## config.mk

```make
export PLATFORM = sky130hd
export DESIGN_NAME = mm_accumulate_store
export DESIGN_NICKNAME = d
export VERILOG_FILES = /design/src/rtl/mm_accumulate_store.sv
export SDC_FILE = /design/constraint.sdc
export NUM_CORES = 1
export LEC_CHECK = 0
export BUFFER_PORTS_ARGS = -buffer_cell sky130_fd_sc_hd__buf_2
export CAP_MARGIN = 20
export CORE_ASPECT_RATIO = 0.6
export CORE_UTILIZATION = 69
export CTS_BUF_LIST = sky130_fd_sc_hd__clkbuf_8
export DETAILED_ROUTE_END_ITERATION = 7
export PLACE_DENSITY = 0.88
export SETUP_SLACK_MARGIN = 0.1
export SLEW_MARGIN = 15
export SYNTH_ARGS = -nofsm -noshare
export SYNTH_HDL_FRONTEND = slang
export SYNTH_SLANG_ARGS = --single-unit
```

## constraint.sdc

```tcl
create_clock -name clk -period 15.45 [get_ports clk]
set_input_delay 0.7725 -clock clk [delete_from_list [all_inputs] [get_ports clk]]
set_output_delay 0.7725 -clock clk [all_outputs]
set_load 0.01 [all_outputs]
```

## src/rtl/mm_accumulate_store.sv

```systemverilog
// mm_accumulate_store
//   Multiply-accumulate stage behind the matrix-multiply address controller.
//   It aligns the controller strobes with the synchronous X/A memory read
//   data, which arrives one cycle after each address. It accumulates the
//   operand products, commits each finished dot product into a 16-entry flop
//   buffer, and raises done once NUM_RESULTS results have been stored. After
//   that the buffer can be read back one word per cycle.
//
// Ports
//   clk, rst            clock, synchronous active-high reset
//   start               one-cycle pulse, begins a new run (buffer kept)
//   acc_en              operand address issued this cycle
//   result_en, addr_p   commit the current dot product to index addr_p
//   x_data, a_data      memory read data, valid the cycle after acc_en
//   p_wr, p_wr_addr,
//   p_wr_data           registered copy of each buffer write
//   done                all NUM_RESULTS results stored (level)
//   rd_req, rd_addr     read request, honoured only while done=1
//   rd_valid, rd_data   read response, one cycle after rd_req
module mm_accumulate_store #(
  parameter int DW          = 8,
  parameter int AW          = 2*DW+3,
  parameter int NUM_RESULTS = 16
) (
  input  logic          clk,
  input  logic          rst,
  input  logic          start,
  input  logic          acc_en,
  input  logic          result_en,
  input  logic [3:0]    addr_p,
  input  logic [DW-1:0] x_data,
  input  logic [DW-1:0] a_data,
  output logic          p_wr,
  output logic [3:0]    p_wr_addr,
  output logic [AW-1:0] p_wr_data,
  output logic          done,
  input  logic          rd_req,
  input  logic [3:0]    rd_addr,
  output logic          rd_valid,
  output logic [AW-1:0] rd_data
);

  localparam logic [4:0] NR = 5'(NUM_RESULTS);

  // Alignment registers: strobes delayed to line up with the read data.
  logic          acc_en_d;
  logic          res_en_d;
  logic [3:0]    addr_p_d;

  logic [AW-1:0]   acc;
  logic [2*DW-1:0] prod_raw;
  logic [AW-1:0]   prod;
  logic [4:0]      wcnt;
  logic [4:0]      wcnt_nxt;
  logic            commit;
  logic [AW-1:0]   buf_q [16];

  assign prod_raw = {{DW{1'b0}}, x_data} * {{DW{1'b0}}, a_data};
  assign prod     = AW'(prod_raw);

  // A start pulse drops any commit that is in flight in the same cycle.
  assign commit   = res_en_d & ~start;
  assign wcnt_nxt = (wcnt == NR) ? wcnt : wcnt + 5'd1;

  always_ff @(posedge clk) begin
    if (rst) begin
      acc_en_d  <= 1'b0;
      res_en_d  <= 1'b0;
      addr_p_d  <= '0;
      acc       <= '0;
      wcnt      <= '0;
      done      <= 1'b0;
      p_wr      <= 1'b0;
      p_wr_addr <= '0;
      p_wr_data <= '0;
      rd_valid  <= 1'b0;
      rd_data   <= '0;
      for (int i = 0; i < 16; i++) buf_q[i] <= '0;
    end else begin
      acc_en_d <= acc_en & ~start;
      res_en_d <= result_en & ~start;
      addr_p_d <= start ? 4'd0 : addr_p;

      p_wr <= commit;
      if (commit) begin
        p_wr_addr       <= addr_p_d;
        p_wr_data       <= acc;
        buf_q[addr_p_d] <= acc;
        wcnt            <= wcnt_nxt;
        done            <= (wcnt_nxt == NR);
      end

      // When a commit and the next element's first product coincide, the
      // product must start the new sum (load), not add to the committed one.
      if (start) begin
        acc  <= '0;
        wcnt <= '0;
        done <= 1'b0;
      end else if (res_en_d && acc_en_d) begin
        acc <= prod;
      end else if (res_en_d) begin
        acc <= '0;
      end else if (acc_en_d) begin
        acc <= acc + prod;
      end

      // A read samples buf_q before this cycle's commit lands (old data).
      rd_valid <= rd_req & done;
      if (rd_req && done) rd_data <= buf_q[rd_addr];
    end
  end

endmodule

```

==> results.py, run 1 <==
metrics = {
    "global_routing": {
        "grt_pass1_vias": 12780,
        "grt_max_degree": 77,
        "grt_util_all_layers_pct": 37.13,
        "globalRouteOverflowTotal": 0,
        "antenna_found_initial": 2,
        "grt_pass1_wl_mm": 77.85,
    },
    "job": {
        "cap_viol_max_count": 0,
    },
    "timing": {
        "fin_crit_sh_pct": 41.29,
        "setup_tns_ns": 0,
        "final-setup-viol-count": 0,
        "slew_viol_final": 0,
        "clock.fmax_ghz": 0.1568,
        "min_period_ns": 6.379,
        "rsz0062_at_grt": "no",
        "finalClockSkew_ns": 0.02772,
        "worst_pin_slew_ns": 1.144,
        "hold_viol_final": 0,
        "relSlewSlack_pct": 23.72,
    },
    "finish": {
        "final_cell_mix": "352 x and2_1, 304 x edfxtp_1, 131 x nand2_1, 95 x mux4_2, 87 x a21oi_1",
        "drive_gt1_share_pct": 18.66,
        "final_common_cell": "and2_1",
        "fin_nets": 1703,
        "area_delta_synth_final_pct": 8.489,
        "diodes": 0,
    },
    "detailed_routing": {
        "drtIter0Drc": 1946,
        "firstDrtPassIters": 5,
        "via_count": 13110,
        "routedWlPerCell_um": 26.26,
        "routed_wirelength_mm": 52.28,
        "viasPerCell": 6.583,
        "drc": 0,
        "ant_nets": 0,
    },
    "logic_synthesis": {
        "yosys_most_used_dff": "edfxtp_1",
        "yosys_warnings": 0,
        "synth_edf_count": 304,
        "avgSynthCellArea_um2": 12.80,
        "syn-cell-area_mm2": 0.01950,
        "synth_nets": 1645,
        "ys_types": 61,
        "ys_seq_elements": 379,
        "syn_inst": 1523,
        "seq_area_frac_synth_pct": 54.52,
        "async_flop_share_pct": 0,
    },
    "worst_setup_path": {
        "r2r_slack_ns": 11.73,
        "endpoint_kind": "flip-flop",
        "setup.worst_path.start_class": "input port",
        "r2r-end": "buf_q[3][1]$_SDFFCE_PN0P_",
        "r2r-start": "res_en_d$_SDFF_PP0_",
        "critPathMaxFanout": 8,
        "reg2reg_depth": 7,
        "crit_arrival_ns": 6.87,
        "crit_type": "input port to flip-flop",
        "crit_start": "x_data[5]",
        "critical_path_required_ns": 15.94,
    },
    "hold_path": {
        "holdPathStages": 2,
        "hold_end": "acc_en_d$_SDFF_PP0_",
        "hp-start": "acc_en",
        "hp-class": "input port to flip-flop",
    },
    "clock_network": {
        "cts_setup_buffers": 0,
        "clockBufferDepth": 3,
        "cts_tree": "done",
        "clk_pin_slew_worst_paths_ns": 0.08,
        "insertion_delay_ns": 0.63,
        "cts_resized": 0,
        "clkSinkCount": 379,
        "cts-hold-fix-buffers": 0,
        "htree_levels": 2,
        "cts-buffers-inserted": 53,
        "root_buffer": "clkbuf_8",
    },
    "floorplan": {
        "rows": 47,
        "coreArea_mm2": 0.02764,
        "initial_core_util_pct": 70.55,
        "die_h_um": 132.2,
        "ios": 75,
        "fp.dieW_um": 219.0,
        "die-area_mm2": 0.02896,
    },
    "power_and_ir_drop": {
        "total_power_mw": 2.543,
        "p_per_area_mw_per_mm2": 120.2,
        "max-vdd-ir-drop_mv": 0.08925,
        "p_leak_nw": 8.226,
    },
    "place": {
        "port_buffers": 74,
        "place_congestion": 0.9597,
        "dpl.hpwl_mm": 32.30,
    },
    "outcome": {
        "status": "complete, no violations",
    },
}
cells in the mapped netlist, types with 6 or more instances:
| cell | n | area [um^2] |
|---|---|---|
| nand2_1 | 131 | 491.7 |
| nor3b_1 | 7 | 52.55 |
| mux4_2 | 95 | 2140 |
| a21oi_1 | 87 | 435.4 |
| o21ai_0 | 20 | 100.1 |
| xor2_1 | 17 | 148.9 |
| nor3_1 | 20 | 100.1 |
| fa_1 | 37 | 740.7 |
| nor2_1 | 42 | 157.7 |
| dfxtp_1 | 75 | 1501 |
| clkbuf_1 | 64 | 240.2 |
| nand3_1 | 10 | 50.05 |
| buf_1 | 7 | 26.28 |
| edfxtp_1 | 304 | 9129 |
| buf_2 | 13 | 65.06 |
| and2_1 | 352 | 2202 |
| o21a_1 | 6 | 45.04 |
| o211ai_1 | 8 | 60.06 |
| ha_1 | 55 | 688.2 |
| nor3_2 | 6 | 60.06 |
| xnor2_1 | 10 | 87.58 |
| nand2b_1 | 7 | 43.79 |
| inv_1 | 61 | 229.0 |
| or2_2 | 19 | 118.9 |
cells by family (layout without fill, tap and decap cells):
kind of cell | count (synthesis) | in the layout | synth area share, %
compound gates | 157 | 157 | 4.800
xor+xnor | 27 | 27 | 1.213
fa+ha+maj | 92 | 92 | 7.328
buf+inv | 154 | 255 | 3.446
flops | 379 | 379 | 54.52
mux | 99 | 99 | 11.18
simple gates | 615 | 615 | 17.51
critical path: stages:
cell and delay, ns:
buf_2 0.17, nand2_1 0.10, fa_1 0.51, fa_1 0.55, inv_1 0.05, fa_1 0.47
inv_1 0.05, fa_1 0.48, inv_1 0.04, ha_1 0.33, a21oi_1 0.27, o211ai_1 0.16
a221oi_2 0.40, o21bai_1 0.10, a21oi_1 0.19, xor2_1 0.33, inv_1 0.12, ha_1 0.40
and3_1 0.25, o211ai_1 0.11, o21a_1 0.19, a31oi_2 0.17, mux2i_1 0.13, or3b_1 0.39
o2bb2ai_1 0.13
report_power, final:
part / switching (mW) / internal (mW)
clock: 0.401 / 0.405
sequential: 0.0208 / 1.13
combinational: 0.381 / 0.207
area by class of cell:
| type | count | area (um^2) |
|---|---|---|
| Tap cell | 367 | 459.2 |
| Timing Repair Buffer | 95 | 536.8 |
| Clock buffer | 63 | 867.1 |
| Inverter | 62 | 232.7 |
| Sequential cell | 379 | 10630 |
| Fill cell | 1709 | 6485 |
| Multi-Input combinational cell | 990 | 8227 |
| Clock inverter | 35 | 201.4 |
sequential cells by signal, summed over array words and instances, names as in the netlist:
register   count
p_wr           1
p_wr_addr      4
p_wr_data     19
buf_q        304
acc_en_d       1
done           1
rd_valid       1
rd_data       19
res_en_d       1
wcnt           5
addr_p_d       4
acc           19
through the flow:
stage,cell area (um^2),std cells,hold slack (ns),worst slack (ns),utilization (%)
after CTS,21140,1990,0.3308,9.203,76.50
after detailed placement,20070,1892,0.4461,8.577,72.63
after global routing,21150,1991,0.3470,8.747,76.54
final,21150,1991,0.3480,9.071,76.54
after floorplan,19500,1523,0.4532,9.466,-
after global placement,20070,1892,0.4395,8.776,72.63
how the worst max path moves through the flow:
stage,slack (ns),to,cells after the start
after floorplan,9.47,acc[15]$_SDFFE_PP0P_,24
after global placement,8.78,acc[15]$_SDFFE_PP0P_,25
after detailed placement,8.58,acc[15]$_SDFFE_PP0P_,25
after CTS,9.20,acc[15]$_SDFFE_PP0P_,25
after global routing,8.75,acc[15]$_SDFFE_PP0P_,25
final,9.07,acc[15]$_SDFFE_PP0P_,25
metal layers:
layer	wire [um]	global-route usage, %	up-vias
li1	-	-	5532
met2	22620	52.37	1001
met3	7970	12.06	112
met5	0	0	-
met1	20690	56.45	6461
met4	998	8.796	0
Power figures use the tool's default switching activity.
==> run 2, diff against run 1 <==
- CORE_UTILIZATION: 69 -> 58
- PLACE_DENSITY: 0.88 -> 0.78
- clock period: 15.45 -> 5.4 ns (I/O delays scaled with it)
==> run 2 against run 1 <==
Net effect: first-iteration DRC count fell by 21%; routed wire length fell by 0.68%; combinational power rose to 4.0 times the previous value; hold slack got worse by 0.21 ns; clock power rose to 2.8 times the previous value; global-route usage fell by 6.4 points; setup slack got worse by 8.9 ns; sequential power rose to 2.9 times the previous value; final area rose by 4.6%; critical path depth fell by 2; clock skew fell by 0.0017 ns; die area rose by 19%; critical path type unchanged; largest power group unchanged.
==> results.py, run 2 (synthesis results as in run 1) <==
metrics = {
    "outcome": {
        "status": "complete, no violations",
    },
    "timing": {
        "fin_crit_sh_pct": 96.20,
        "slew_viol_final": 0,
        "clock.fmax_ghz": 0.1925,
        "worst_pin_slew_ns": 0.9923,
        "rsz0062_at_grt": "yes",
        "finalClockSkew_ns": 0.02601,
        "final-setup-viol-count": 0,
        "hold_slack_ns": 0.1387,
        "min_period_ns": 5.195,
        "hold_viol_final": 0,
        "relSlewSlack_pct": 33.85,
    },
    "finish": {
        "utilization_pct": 67.61,
        "regMostFlops": "buf_q",
        "fin_nets": 1797,
        "final_cell_mix": "350 x and2_1, 304 x edfxtp_1, 127 x nand2_1, 112 x buf_4, 95 x mux4_2",
        "final_common_cell": "and2_1",
        "drive_gt1_share_pct": 23.83,
        "fillers": 2347,
        "area_delta_synth_final_pct": 13.51,
        "largest_reg_flops": 304,
        "diodes": 0,
    },
    "clock_network": {
        "insertion_delay_ns": 0.63,
        "clockBufferDepth": 3,
        "clk_pin_slew_worst_paths_ns": 0.07,
        "cts-buffers-inserted": 53,
        "root_buffer": "clkbuf_8",
        "htree_levels": 2,
        "clkSinkCount": 379,
        "cts_tree": "done",
    },
    "detailed_routing": {
        "drc": 0,
        "routed_wirelength_mm": 51.93,
        "viasPerCell": 6.048,
        "ant_nets": 0,
        "drtIter0Drc": 1531,
        "routedWlPerCell_um": 23.97,
        "via_count": 13100,
        "firstDrtPassIters": 5,
    },
    "hold_path": {
        "hp-start": "start",
        "holdPathStages": 3,
        "hp-class": "input port to flip-flop",
        "hold_end": "acc[16]$_SDFFE_PP0P_",
    },
    "floorplan": {
        "coreArea_mm2": 0.03274,
        "fp.dieW_um": 238.7,
        "die_h_um": 144.0,
        "die-area_mm2": 0.03438,
        "initial_core_util_pct": 59.57,
        "ios": 75,
        "rows": 51,
    },
    "global_routing": {
        "grt_util_all_layers_pct": 30.71,
        "antenna_found_initial": 4,
        "globalRouteOverflowTotal": 0,
        "grt_pass1_vias": 12600,
        "grt_pass1_wl_mm": 76.48,
        "grt_max_degree": 64,
    },
    "worst_setup_path": {
        "path_buf_inv": 6,
        "critical_path_required_ns": 5.96,
        "r2r-end": "acc[18]$_SDFFE_PP0P_",
        "reg2reg_depth": 9,
        "crit_type": "input port to flip-flop",
        "crit_path_max_incr_delay_ns": 0.50,
        "critPathMaxFanout": 7,
        "r2r-start": "acc[1]$_SDFFE_PP0P_",
        "crit_arrival_ns": 5.75,
        "endpoint_kind": "flip-flop",
        "r2r_slack_ns": 2.23,
        "cp_slowest_cell": "fa_1",
        "path_delay_family": "adder cells",
        "crit_chain": "buf_2, and2_1, fa_2, fa_1, inv_1, fa_1, fa_1, inv_1, ha_1, nand2_2, o211ai_1, a221oi_2, xnor2_1, buf_4, ha_1, buf_4, a21boi_0, a211oi_2, buf_4, a31oi_2, o2111ai_1, xor2_1, nor2_1",
        "setup.worst_path.start_class": "input port",
    },
    "power_and_ir_drop": {
        "p_leak_nw": 8.670,
        "p_per_area_mw_per_mm2": 358.0,
        "max-vdd-ir-drop_mv": 0.2420,
    },
    "job": {
        "cap_viol_max_count": 0,
    },
    "place": {
        "port_buffers": 74,
        "place_congestion": 0.9700,
        "dpl.hpwl_mm": 33.52,
    },
}
run 2: area by class of cell:
cell class | count | area (um^2) | area share [%]
tap | 450 | 563.0 | 2.544
clock buffer | 55 | 757.0 | 3.420
timing repair buffer | 189 | 1325 | 5.987
clock inverter | 41 | 286.5 | 1.295
inverter | 62 | 235.2 | 1.063
multi-input combinational | 990 | 8335 | 37.66
sequential | 379 | 10630 | 48.03
run 2: stage by stage:
step           power [mW]  TNS (ns)  instances  instance area [um^2]  setup WS [ns]
6_report            7.924         0       2166                 22130         0.2050
5_1_grt             8.233         0       2166                 22130        0.02505
4_1_cts             7.731         0       2163                 21950         0.1847
3_5_place_dp        5.481    -2.572       2060                 20840        -0.5695
3_3_place_gp        5.451    -1.597       2060                 20840        -0.3766
2_1_floorplan       4.486         0       1523                 19530        0.08177
run 2: report_power, final:
group          leakage [nW]  internal, mW  switching (mW)
sequential             3.74          3.23          0.0590
clock                 0.568          1.14            1.14
combinational          4.36          1.09            1.26
run 2: per-layer routing:
layer / wire length (um) / up-vias / track usage [%]
li1: - / 5734 / -
met4: 1033 / 0 / 7.524
met3: 6969 / 94 / 9.238
met5: 0 / - / 0
met1: 22150 / 6484 / 46.73
met2: 21770 / 787 / 43.07
run 2: timing repair:
item / CTS / global route
setup endpoints to repair: 1 / 6
resized for setup: 0 / 49
pin swaps: 0 / 20
endpoints found under the hold margin: 6 / 0
hold buffers: 6 / 0
gates cloned: 0 / 0
setup buffers: 1 / 3
run 2: how the worst max path moves through the flow:
stage | to | slack (ns) | depth (start not counted) | startpoint
after floorplan | acc[15]$_SDFFE_PP0P_ | 0.08 | 24 | x_data[3]
after global placement | acc[15]$_SDFFE_PP0P_ | -0.38 | 25 | x_data[3]
after detailed placement | acc[15]$_SDFFE_PP0P_ | -0.57 | 25 | a_data[2]
after CTS | acc[18]$_SDFFE_PP0P_ | 0.18 | 24 | a_data[2]
after global routing | acc[18]$_SDFFE_PP0P_ | 0.03 | 24 | x_data[4]
final | acc[18]$_SDFFE_PP0P_ | 0.20 | 23 | x_data[3]
run 2: worst reg2reg max path, delay by kind of cell, from the launching register on:
kind                     cells  cell delay, ns
AO/OA/AOI/OAI                4            0.94
XOR/XNOR                     1            0.20
adder cells (fa/ha/maj)      1            0.70
buffers and inverters        1            0.59
flip-flops                   1            0.37
AND/OR/NAND/NOR              2            0.32
==> run 3, diff against run 2 <==
- CORE_MARGIN: not set -> 4
==> run 3 against run 2 <==
Net effect: die area grew 6.8%; sequential share of layout area grew 0.082 points; non-clock buffer count shrank 2; core utilization shrank 0.25 points; first-iteration DRC count grew 7.8%; clock power shrank 3%; critical path depth grew 2; routed wire length grew 2.4%; final cell count shrank 0.14%; total power shrank 1.2%; combinational power shrank 2%; global-route usage shrank 1.5 points; largest power group unchanged; highest routed layer is now met5.
==> results.py, run 3 (synthesis results as in run 1) <==
metrics = {
    "outcome": {
        "status": "complete, no violations",
    },
    "clock_network": {
        "htree_levels": 2,
        "cts-buffers-inserted": 53,
        "clkSinkCount": 379,
        "cts_tree": "done",
        "root_buffer": "clkbuf_8",
        "clockBufferDepth": 3,
        "insertion_delay_ns": 0.62,
        "clk_pin_slew_worst_paths_ns": 0.07,
    },
    "worst_setup_path": {
        "crit_arrival_ns": 5.72,
        "critical_path_required_ns": 5.90,
        "cp_slowest_cell": "fa_1",
        "setup.worst_path.start_class": "input port",
        "crit_type": "input port to flip-flop",
        "endpoint_kind": "flip-flop",
        "critPathMaxFanout": 3,
        "crit_path_max_incr_delay_ns": 0.54,
    },
    "global_routing": {
        "use_met1_pct": 46.07,
        "grt_max_degree": 63,
        "grt_util_all_layers_pct": 29.22,
        "globalRouteOverflowTotal": 0,
        "grt_pass1_vias": 12890,
        "grt_most_used_layer": "met1",
        "grtUsageMet3_pct": 8.686,
        "grt_pass1_wl_mm": 79.75,
        "antenna_found_initial": 2,
        "grt_use_met2_pct": 40.24,
    },
    "floorplan": {
        "fp.dieW_um": 244.7,
        "coreArea_mm2": 0.03280,
        "rows": 51,
        "initial_core_util_pct": 59.45,
        "die-area_mm2": 0.03671,
        "die_h_um": 150.0,
        "ios": 75,
    },
    "detailed_routing": {
        "routed_wirelength_mm": 53.17,
        "drtIter0Drc": 1651,
        "drc": 0,
        "viasPerCell": 6.075,
        "routedWlPerCell_um": 24.58,
        "firstDrtPassIters": 6,
        "via_count": 13140,
        "ant_nets": 0,
    },
    "finish": {
        "fillers": 2409,
        "diodes": 0,
        "final_common_cell": "and2_1",
        "multi_input_area_mm2": 0.008348,
        "largest_reg_flops": 304,
        "layout.cells.non_filler": 2163,
        "area_delta_synth_final_pct": 13.31,
        "final_cell_mix": "350 x and2_1, 304 x edfxtp_1, 125 x nand2_1, 115 x buf_4, 95 x mux4_2",
        "drive_gt1_share_pct": 23.70,
        "seqCellArea_mm2": 0.01063,
        "fin_nets": 1795,
        "regMostFlops": "buf_q",
    },
    "power_and_ir_drop": {
        "clkPwrFrac_pct": 28.3,
        "power.internal_mw": 5.390,
        "power.switching_mw": 2.436,
        "max-vdd-ir-drop_mv": 0.2503,
        "total_power_mw": 7.826,
        "pwr-share-seq_pct": 42.0,
        "swShare_pct": 31.12,
        "combPwrFrac_pct": 29.7,
        "p_per_area_mw_per_mm2": 354.2,
        "p_leak_nw": 8.675,
    },
    "timing": {
        "setup_tns_ns": 0,
        "hold_slack_ns": 0.03880,
        "finalClockSkew_ns": 0.02478,
        "final-setup-viol-count": 0,
        "relSlewSlack_pct": 32.68,
        "fin_crit_sh_pct": 96.73,
        "clock.fmax_ghz": 0.1914,
        "rsz0062_at_grt": "yes",
        "min_period_ns": 5.224,
        "slew_viol_final": 0,
        "hold_viol_final": 0,
        "worst_pin_slew_ns": 1.010,
    },
    "place": {
        "place_congestion": 0.9392,
        "place_inst": 2059,
        "dpl.hpwl_mm": 34.38,
        "port_buffers": 74,
    },
    "hold_path": {
        "hp-class": "input port to flip-flop",
    },
    "job": {
        "cap_viol_max_count": 0,
    },
}
-- run 3: changes by cell type in the layout (fill, tap and decap cells not counted), sizes merged --
cell,before,now
clkbuf,55,66
clkinv,21,7
inv,75,82
clkinvlp,3,2
buf,183,181
bufinv,4,0
-- run 3: what timing repair did --
action / in CTS / in global routing
pin swaps: 1 / 27
hold buffers: 6 / 0
setup buffers: 1 / 1
endpoints found under the setup margin: 1 / 6
endpoints found under the hold margin: 6 / 0
gates resized for setup: 0 / 48
-- run 3: stage by stage --
step	cell area (um^2)	worst slack [ns]	utilization, %
3_3_place_gp	20820	-0.4088	63.46
2_1_floorplan	19530	0.08177	-
6_report	22090	0.1764	67.36
5_1_grt	22090	0.01004	67.36
3_5_place_dp	20820	-0.5772	63.46
4_1_cts	21910	0.1629	66.80
-- run 3: final timing paths --
check,slack [ns],depth (start not counted),to,startpoint
max reg2reg,2.26,10,acc[18]$_SDFFE_PP0P_,acc[0]$_SDFFE_PP0P_
min reg2reg,0.45,2,p_wr_data[14]$_SDFFE_PP0P_,p_wr_data[14]$_SDFFE_PP0P_
max,0.18,25,acc[15]$_SDFFE_PP0P_,x_data[0]
min,0.04,4,wcnt[3]$_SDFFE_PP0P_,rst
-- run 3: cell type report --
type,instances,area share [%]
Clock buffer,66,4.111
Timing Repair Buffer,187,5.861
Sequential cell,379,48.11
Clock inverter,29,0.5323
Inverter,62,1.053
Multi-Input combinational cell,990,37.78
Tap cell,450,2.548
-- run 3: worst max-delay path, delay by kind of cell --
family          cells  cell delay [ns]
compound gates      9             1.45
simple gates        3             0.63
mux                 1             0.12
buf+inv             5             0.43
fa+ha+maj           6             2.50
xor+xnor            1             0.32
-- run 3: power groups by stage --
stage                     Sequential [mW]  Combinational (mW)  Clock [mW]
after floorplan                      3.31                1.17           0
after detailed placement             3.35                2.11           0
after CTS                            3.29                2.14        2.22
final                                3.29                2.32        2.22
after global placement               3.34                2.08           0
after global routing                 3.30                2.49        2.35
-- run 3: routing by layer --
| metal | share of wire (%) | routed length, um |
|---|---|---|
| met5 | 0.22 | 115 |
| met2 | 41 | 21900 |
| met4 | 1.7 | 915 |
| met1 | 43 | 22670 |
| met3 | 14 | 7572 |
